`src/rtl/serial_add_seq_if.sv`:
```
// Operand/result handshake bundle for serial_add_seq.
// The ovf signal exists only when SERIAL_ADD_OVF_EN is defined.
interface serial_add_seq_if #(
    parameter int unsigned WIDTH = 8
);
    logic             in_valid;
    logic             in_ready;
    logic [WIDTH-1:0] a;
    logic [WIDTH-1:0] b;
    logic             cin;
    logic             out_valid;
    logic             out_ready;
    logic [WIDTH-1:0] sum;
    logic             cout;
    logic             busy;
`ifdef SERIAL_ADD_OVF_EN
    logic             ovf;
`endif

    // Producer/consumer side of the adder
    modport master (
        output in_valid, a, b, cin, out_ready,
        input  in_ready, out_valid, sum, cout,
`ifdef SERIAL_ADD_OVF_EN
        input  ovf,
`endif
        input  busy
    );

    // Adder side
    modport slave (
        input  in_valid, a, b, cin, out_ready,
        output in_ready, out_valid, sum, cout,
`ifdef SERIAL_ADD_OVF_EN
        output ovf,
`endif
        output busy
    );
endinterface

```
`src/rtl/full_adder.sv`:
```
// Single-bit full adder cell used by the bit-serial adder.
module full_adder (
    input  logic a,
    input  logic b,
    input  logic cin,
    output logic sum,
    output logic carry
);
    assign sum   = a ^ b ^ cin;
    assign carry = (a & b) | (cin & (a ^ b));
endmodule

```
`src/rtl/serial_add_seq.sv`:
```
// Bit-serial adder controller: one operand bit pair per clock, LSB first.
// Optional signed-overflow output enabled by defining SERIAL_ADD_OVF_EN.
module serial_add_seq #(
    parameter int unsigned WIDTH = 8
) (
    input  logic             clk,
    input  logic             rst_n,
    serial_add_seq_if.slave  bus
);
    localparam int unsigned CNT_W = (WIDTH > 1) ? $clog2(WIDTH) : 1;

    typedef enum logic [1:0] {
        S_IDLE  = 2'd0,
        S_SHIFT = 2'd1,
        S_DONE  = 2'd2
    } state_t;

    state_t             r_state;
    state_t             w_state_nxt;
    logic [CNT_W-1:0]   r_cnt;
    logic [WIDTH-1:0]   r_a_sh;
    logic [WIDTH-1:0]   r_b_sh;
    logic [WIDTH-1:0]   r_sum_sh;
    logic               r_carry;
    logic [WIDTH-1:0]   r_sum;
    logic               r_cout;
    logic               r_in_ready;
    logic               r_out_valid;
    logic               r_busy;
    logic               w_fa_sum;
    logic               w_fa_carry;
    logic               w_accept;
    logic               w_last;
    logic [WIDTH-1:0]   w_sum_sh_nxt;

    full_adder u_fa (
        .a     (r_a_sh[0]),
        .b     (r_b_sh[0]),
        .cin   (r_carry),
        .sum   (w_fa_sum),
        .carry (w_fa_carry)
    );

    assign w_accept = (r_state == S_IDLE) && bus.in_valid;
    assign w_last   = (r_state == S_SHIFT) && (r_cnt == CNT_W'(WIDTH - 1));

    // New sum bit enters at the MSB so the LSB lands at bit 0 after WIDTH shifts
    generate
        if (WIDTH == 1) begin : g_sum_w1
            assign w_sum_sh_nxt = w_fa_sum;
        end else begin : g_sum_wn
            assign w_sum_sh_nxt = {w_fa_sum, r_sum_sh[WIDTH-1:1]};
        end
    endgenerate

    always_ff @(posedge clk or negedge rst_n) begin
        if (!rst_n) begin
            r_state <= S_IDLE;
        end else begin
            r_state <= w_state_nxt;
        end
    end

    always_comb begin
        w_state_nxt = r_state;
        case (r_state)
            S_IDLE:  if (bus.in_valid)  w_state_nxt = S_SHIFT;
            S_SHIFT: if (w_last)        w_state_nxt = S_DONE;
            S_DONE:  if (bus.out_ready) w_state_nxt = S_IDLE;
            default:                    w_state_nxt = S_IDLE;
        endcase
    end

    // Serial datapath
    always_ff @(posedge clk or negedge rst_n) begin
        if (!rst_n) begin
            r_a_sh   <= '0;
            r_b_sh   <= '0;
            r_sum_sh <= '0;
            r_carry  <= 1'b0;
            r_cnt    <= '0;
        end else if (w_accept) begin
            r_a_sh  <= bus.a;
            r_b_sh  <= bus.b;
            r_carry <= bus.cin;
            r_cnt   <= '0;
        end else if (r_state == S_SHIFT) begin
            r_a_sh   <= r_a_sh >> 1;
            r_b_sh   <= r_b_sh >> 1;
            r_sum_sh <= w_sum_sh_nxt;
            r_carry  <= w_fa_carry;
            r_cnt    <= r_cnt + CNT_W'(1);
        end
    end

    // Result registers load only on the edge that enters DONE
    always_ff @(posedge clk or negedge rst_n) begin
        if (!rst_n) begin
            r_sum  <= '0;
            r_cout <= 1'b0;
        end else if (w_last) begin
            r_sum  <= w_sum_sh_nxt;
            r_cout <= w_fa_carry;
        end
    end

`ifdef SERIAL_ADD_OVF_EN
    logic r_ovf;

    // Carry into MSB differs from carry out of MSB
    always_ff @(posedge clk or negedge rst_n) begin
        if (!rst_n) begin
            r_ovf <= 1'b0;
        end else if (w_last) begin
            r_ovf <= r_carry ^ w_fa_carry;
        end
    end

    assign bus.ovf = r_ovf;
`endif

    // Handshake/status flags registered from the next state
    always_ff @(posedge clk or negedge rst_n) begin
        if (!rst_n) begin
            r_in_ready  <= 1'b1;
            r_out_valid <= 1'b0;
            r_busy      <= 1'b0;
        end else begin
            r_in_ready  <= (w_state_nxt == S_IDLE);
            r_out_valid <= (w_state_nxt == S_DONE);
            r_busy      <= (w_state_nxt != S_IDLE);
        end
    end

    assign bus.in_ready  = r_in_ready;
    assign bus.out_valid = r_out_valid;
    assign bus.busy      = r_busy;
    assign bus.sum       = r_sum;
    assign bus.cout      = r_cout;
endmodule

```
`src/flat_wrapper.sv`:
```
// flat-port wrapper written by rule: the top's interface ports become plain ports
module serial_add_seq_flat 
#(
    parameter int unsigned WIDTH = 8
)
  (clk, rst_n, bus_in_valid, bus_a, bus_b, bus_cin, bus_out_ready, bus_in_ready, bus_out_valid, bus_sum, bus_cout, bus_busy);
  serial_add_seq_if #(.WIDTH(WIDTH)) bus_i ();
  input  logic clk;
  input  logic rst_n;
  input wire logic [$bits(bus_i.in_valid)-1:0] bus_in_valid;
  input wire logic [$bits(bus_i.a)-1:0] bus_a;
  input wire logic [$bits(bus_i.b)-1:0] bus_b;
  input wire logic [$bits(bus_i.cin)-1:0] bus_cin;
  input wire logic [$bits(bus_i.out_ready)-1:0] bus_out_ready;
  output wire logic [$bits(bus_i.in_ready)-1:0] bus_in_ready;
  output wire logic [$bits(bus_i.out_valid)-1:0] bus_out_valid;
  output wire logic [$bits(bus_i.sum)-1:0] bus_sum;
  output wire logic [$bits(bus_i.cout)-1:0] bus_cout;
  output wire logic [$bits(bus_i.busy)-1:0] bus_busy;
  assign bus_i.in_valid = bus_in_valid;
  assign bus_i.a = bus_a;
  assign bus_i.b = bus_b;
  assign bus_i.cin = bus_cin;
  assign bus_i.out_ready = bus_out_ready;
  assign bus_in_ready = bus_i.in_ready;
  assign bus_out_valid = bus_i.out_valid;
  assign bus_sum = bus_i.sum;
  assign bus_cout = bus_i.cout;
  assign bus_busy = bus_i.busy;
  serial_add_seq #(.WIDTH(WIDTH)) u_core (.clk(clk), .rst_n(rst_n), .bus(bus_i));
endmodule
```
`config.mk`:
```
export PLATFORM = sky130hd
export DESIGN_NAME = serial_add_seq_flat
export DESIGN_NICKNAME = d
export VERILOG_FILES = /design/src/rtl/serial_add_seq_if.sv /design/src/rtl/full_adder.sv /design/src/rtl/serial_add_seq.sv /design/src/flat_wrapper.sv
export SDC_FILE = /design/constraint.sdc
export NUM_CORES = 1
export LEC_CHECK = 0
export CORE_UTILIZATION = 53
export CTS_BUF_LIST = sky130_fd_sc_hd__clkbuf_2
export DETAILED_ROUTE_END_ITERATION = 12
export PLACE_DENSITY = 0.8
export SLEW_MARGIN = 25
export SYNTH_ARGS = -nofsm -noshare
export SYNTH_HDL_FRONTEND = slang
export SYNTH_HIERARCHICAL = 1
export SYNTH_SLANG_ARGS = --single-unit
```
`constraint.sdc`:
```
create_clock -name clk -period 1.9 [get_ports clk]
set_clock_uncertainty 0.15 [all_clocks]
set_input_delay 0.19 -clock clk [delete_from_list [all_inputs] [get_ports clk]]
set_output_delay 0.19 -clock clk [all_outputs]
set_load 0.01 [all_outputs]
```
==> results of run 1 <==
kinds of logic after synthesis:
family | after synthesis | share of synthesized area
buffers and inverters | 11 | 0.0364
AND/OR/NAND/NOR | 27 | 0.131
flip-flops | 41 | 0.575
adder cells (fa/ha/maj) | 3 | 0.0252
AO/OA/AOI/OAI | 22 | 0.127
multiplexers | 17 | 0.106
worst min-delay path by stage:
stage / endpoint / depth (start not counted) / startpoint
6_report: u_core/r_cnt[1] / 2 / rst_n
5_1_grt: u_core/r_b_sh[4] / 2 / rst_n
2_1_floorplan: u_core/bus.busy / 0 / rst_n
3_3_place_gp: u_core/r_b_sh[4] / 1 / rst_n
3_5_place_dp: u_core/r_b_sh[4] / 1 / rst_n
4_1_cts: u_core/r_cnt[1] / 2 / rst_n
cells in the mapped netlist:
cell	n
clkbuf_1	4
a211o_1	2
dfrtp_1	40
nor4bb_1	2
or4b_1	15
buf_6	2
fa_1	1
nor2b_2	1
and2_1	1
o21bai_1	1
o221a_2	15
buf_2	4
o21ba_1	1
a22o_1	2
nand2b_1	1
buf_4	1
nor3b_1	2
nand2_1	3
mux2i_1	1
dfstp_2	1
nand3b_1	1
mux2_1	16
a21oi_1	1
or3b_1	1
ha_1	2
stage by stage:
stage	cell area [µm²]	hold WS, ps	worst slack, ps	util	std cells
2_1_floorplan	1790	-256	247	-	121
3_3_place_gp	2170	4.51	204	0.695	195
3_5_place_dp	2170	8.72	184	0.695	195
4_1_cts	2220	104	61.9	0.711	204
5_1_grt	2220	119	11.7	0.711	204
6_report	2220	115	86.7	0.711	204
flip-flops by register name (all words and copies together) (netlist names):
signal,count
u_core/r_cnt,3
u_core/bus.cout,1
u_core/r_sum_sh,7
u_core/r_state,2
u_core/bus.in_ready,1
u_core/bus.busy,1
u_core/r_carry,1
u_core/r_b_sh,8
u_core/bus.sum,8
u_core/bus.out_valid,1
u_core/r_a_sh,8
routing by layer:
metal | global-route usage | wire (µm) | up-vias
met2 | 0.337 | 1570 | 32
li1 | - | - | 548
met4 | 0.0598 | 8 | 0
met3 | 0.0628 | 158 | 2
met5 | 0 | 0 | -
met1 | 0.306 | 1600 | 570
timing repair:
action | 4_1_cts | 5_1_grt
hold endpoints to repair | 41 | 0
resized for setup | 0 | 0
hold buffers | 1 | 0
area by class of cell:
cell class | instances | area (µm²)
multi-input cells | 69 | 696
flip-flops and latches | 41 | 1030
clock buffers | 6 | 30.0
repair buffers | 42 | 405
well taps | 44 | 55.1
fillers | 239 | 903
clock inverters | 2 | 11.3
cells in the final DEF, fill, tap and decap left out, types with 2 or more instances in the layout:
cell type and instances:
dfrtp_1 40, a22o_1 2, buf_4 8, o221a_2 15, ha_1 2, a211o_1 2, clkbuf_2 6, clkdlybuf4s50_1 31
or4b_1 15, nor4bb_1 2, mux2_1 16, nor3b_1 2, nand2_1 3
power by group through the flow:
stage | clock network, mW | logic (mW) | registers, mW
5_1_grt | 0.419 | 1.49 | 1.58
3_3_place_gp | 0 | 1.30 | 1.54
6_report | 0.365 | 1.36 | 1.54
3_5_place_dp | 0 | 1.37 | 1.56
4_1_cts | 0.377 | 1.37 | 1.54
2_1_floorplan | 0 | 0.831 | 1.55
==> summary.txt, run 1 <==
Initial core utilization = 0.572
Slew @ Worst Pin = 455 ps
Total grt overflow = 0
Max-cap violation count = 0
Synth warn = 6
Internal Pwr Total = 2.19 mW
Post-synth top area share = 0.560
GP Congestion = 0.850
Diodes inserted = 0
Port Buffers = 32
Bufs on Longest Clock Path = 2
Largest net degree at the start of global routing = 24
Yosys top cell by area = dfrtp_1
Reg2reg path depth = 5
Critical Path RT = 1560 ps
Vias per inst = 5.65
Worst path arrival time = 1470 ps
Post-DP HPWL = 2.43 mm
Clock-pin slew on the worst setup and hold paths = 190 ps
DRC = 0
Average wire per standard cell = 16.3 µm
#FFs+latches synth = 41
CTS root buffer = clkbuf_2
R2R Setup Slk = 210 ps
Via count = 1152
Synth Instances = 121
Outcome = completed
R2r startpoint = u_core/r_cnt[0]
Core area = 3130 µm²
Worst Setup Start Kind = flip-flop
H-tree levels = 2
Power Density = 1470 nW/µm²
Net switching power = 1.08 mW
Critical Path Fanout Max = 1
CP delay by family, top = flip-flops
# IOs = 33
Pre-Repair DR Iteration Count = 4
Crit-path cells = clkdlybuf4s50_1
CP Capture Type = output pin
CP max stage delay = 560 ps
Gr usage total = 0.220
Die ar. = 3610 µm²
Setup Buffers After CTS = 0
Initial antenna violation count = 0
Fin. Hold Viols = 0
First-pass GRT wire length = 5.66 mm
Switching Share = 0.330
Iteration-0 DRC Markers = 28
Clock sink count = 41
Detailed Route WL = 3.34 mm
Post-Syn Area = 1790 µm²
Area growth syn-to-layout = 24.4%
Distinct cell type count after synthesis = 25
Die width = 60.1 µm
Sequential-to-total area share from yosys stat = 0.575
VDD IR max = 0.000689 V
Clock power share = 0.112
Total power = 3.27 mW
RSZ-0062 raised after global routing = no
Clock period minus final worst setup slack = 1810 ps
HP Class = input pin to asynchronous set/reset pin
Syn nets = 145
Synth area leaders = dfrtp_1, mux2_1, o221a_2
# nets final = 183
Mean area per synthesized cell = 14.8 µm²
Flop pwr share = 0.472
Relative slew slack = 0.696
Fin. max-slew vios = 0
DRT antenna net count = 0
Leak Pwr = 0.940 nW
Layout cells sized above 1 = 0.213
CTS tree = yes
Vias in the first global route = 1185
CTS Buf Count = 5
Endpoints failing setup = 0
Fin crit share = 0.954
Worst path bufs/invs = 1
Row count = 20
Crit path depth = 1
Comb pwr share = 0.417
Critical Path Start = u_core/bus.in_ready
Die Y = 60.1 µm
Setup TNS = 0 ps
Capturing point of the worst reg2reg path = u_core/bus.sum[1]
Crit Path Class = flip-flop to output pin
Crit-path slowest cell = dfstp_2
F_max = 0.551 GHz
Clock Latency Late Sink = 390 ps
Critical Path End = bus_in_ready
Power figures use the tool's default switching activity.
==> inputs of run 2 (changes only) <==
CORE_MARGIN = 2   (was not set)
RECOVER_POWER = 100   (was not set)
SKIP_LAST_GASP = 1   (was not set)
==> summary.txt, run 2 (synthesis results as in run 1) <==
Crit Path Class = flip-flop to output pin
Worst path arrival time = 1420 ps (-50 ps)
CP max stage delay = 600 ps (+40 ps)
Setup TNS = 0 ps (unchanged)
Via count = 1144 (-0.69%)
HP Class = input pin to asynchronous set/reset pin
Vias in the first global route = 1156 (-2.4%)
Fin crit share = 0.926 (-0.0284)
Setup ws final = 141 ps (+54.0 ps)
Most common cell after layout, fill and taps aside = dfrtp_1
Total grt overflow = 0 (unchanged)
Area growth syn-to-layout = 24.0%
Critical Path Fanout Max = 2 (+1)
Worst Setup Start Kind = flip-flop
Worst path bufs/invs = 1 (unchanged)
Average wire per standard cell = 15.7 µm (-4.1%)
Die width = 62.1 µm (+3.3%)
# IOs = 33 (unchanged)
CP delay by family, top = buffers and inverters
Clock Latency Late Sink = 400 ps (about the same)
Iteration-0 DRC Markers = 43 (+54%)
Post-DP HPWL = 2.49 mm (+2.4%)
Vias per inst = 5.50 (-2.6%)
Initial antenna violation count = 0 (unchanged)
Diodes inserted = 0 (unchanged)
CTS root buffer = clkbuf_2
Fin. Hold Viols = 0 (unchanged)
Pre-Repair DR Iteration Count = 2 (-2)
CTS Buf Count = 5 (unchanged)
Clock-pin slew on the worst setup and hold paths = 200 ps (about the same)
Clock sink count = 41 (unchanged)
RSZ-0062 raised after global routing = no
Largest net degree at the start of global routing = 17 (-29%)
Max-cap violation count = 0 (unchanged)
Die Y = 62.1 µm (+3.3%)
Initial core utilization = 0.544 (-0.0272)
F_max = 0.568 GHz (+3.1%)
Critical Path RT = 1560 ps (about the same)
Setup Buffers After CTS = 0 (unchanged)
Bufs on Longest Clock Path = 2 (unchanged)
Port Buffers = 32 (unchanged)
Slew @ Worst Pin = 745 ps (+289 ps)
Crit-path cells = dlygate4sd3_1
Leak Pwr = 0.941 nW (+0.12%)
Outcome = completed
CP Capture Type = output pin
Relative slew slack = 0.504 (-0.193)
Fin. max-slew vios = 0 (unchanged)
Crit-path slowest cell = dlygate4sd3_1
Final instance area = 2220 µm² (-0.34%)
Gr usage total = 0.205 (-0.0151)
VDD IR max = 0.000559 V (-19%)
H-tree levels = 2 (unchanged)
Die ar. = 3850 µm² (+6.8%)
Hold Slack = 190 ps (+74.8 ps)
Core area = 3280 µm² (+5.0%)
Detailed Route WL = 3.26 mm (-2.2%)
Clock period minus final worst setup slack = 1760 ps (-54.0 ps)
GP Congestion = 0.765 (-9.9%)
CTS tree = yes
First-pass GRT wire length = 5.51 mm (-2.7%)
DRT antenna net count = 0 (unchanged)
Row count = 21 (+5.0%)
Endpoints failing setup = 0 (unchanged)
Most frequent cells in the layout = dfrtp_1, clkdlybuf4s50_1, mux2_1
Place WS = 99.8 ps (-84.5 ps)
Placed instance area = 2180 µm² (+0.23%)
Power Density = 1430 nW/µm² (-2.5%)
# nets final = 185 (+1.1%)
DRC = 0 (unchanged)
Layout cells sized above 1 = 0.204 (-0.00880)
[run 2: cell types whose count changed in the layout (fill, tap and decap cells not counted), moves of 2 or more]
| cell | change |
|---|---|
| clkbuf_1 | +2 |
| clkbuf_2 | +2 |
| clkdlybuf4s50_1 | -12 |
| dlygate4sd3_1 | +11 |
[run 2: repair_timing]
action                                  in CTS  in global routing
hold endpoints to repair                    40                  0
endpoints found under the setup margin       0                  1
resized for setup                            0                  1
hold buffers                                 1                  0
[run 2: area by class of cell]
cell class | instances | area [µm²]
fill | 263 | 1070
multi-input combinational | 69 | 693
timing repair buffer | 44 | 398
sequential | 41 | 1030
clock buffer | 6 | 30.0
clock inverter | 2 | 11.3
tap | 46 | 57.6
[run 2: final timing paths]
path / start / endpoint / slack, ps / cells after the start
setup / recovery: u_core/bus.sum[0] / bus_sum[0] / 140 / 1
hold reg to reg: u_core/r_cnt[0] / u_core/r_cnt[0] / 360 / 1
max in group asynchronous: rst_n / u_core/bus.sum[2] / 340 / 3
min in group clk: bus_out_ready / u_core/r_state[1] / 300 / 3
setup reg to reg: u_core/r_state[1] / u_core/r_carry / 150 / 3
hold / removal: rst_n / u_core/r_cnt[0] / 190 / 2
[run 2: per-stage QoR]
| stage | util | power (mW) | instances |
|---|---|---|---|
| finish | 0.675 | 3.17 | 208 |
| global route | 0.675 | 3.44 | 208 |
| CTS | 0.679 | 3.28 | 208 |
| detailed placement | 0.663 | 2.92 | 199 |
| global placement | 0.663 | 2.83 | 199 |
| floorplan | - | 2.38 | 121 |
[run 2: power breakdown]
group	switching [mW]	total (mW)	leakage (nW)	internal [mW]
clock network	0.275	0.367	0.0266	0.0918
registers	0.256	1.54	0.485	1.29
logic	0.512	1.26	0.429	0.751
total	1.04	3.17	0.941	2.13
[run 2: routing by layer]
metal	GRT usage	up-vias	routed length [µm]
li1	-	557	-
met1	0.266	564	1510
met2	0.315	18	1570
met3	0.0766	5	131
met4	0.0729	0	51
met5	0	-	0
[run 2: worst register-to-register path: cells and delay by family, from the launching register on]
kind                   cells  cell delay, ps
AO/OA/AOI/OAI              1             150
flip-flops                 1             510
AND/OR/NAND/NOR            1             600
buffers and inverters      1             250
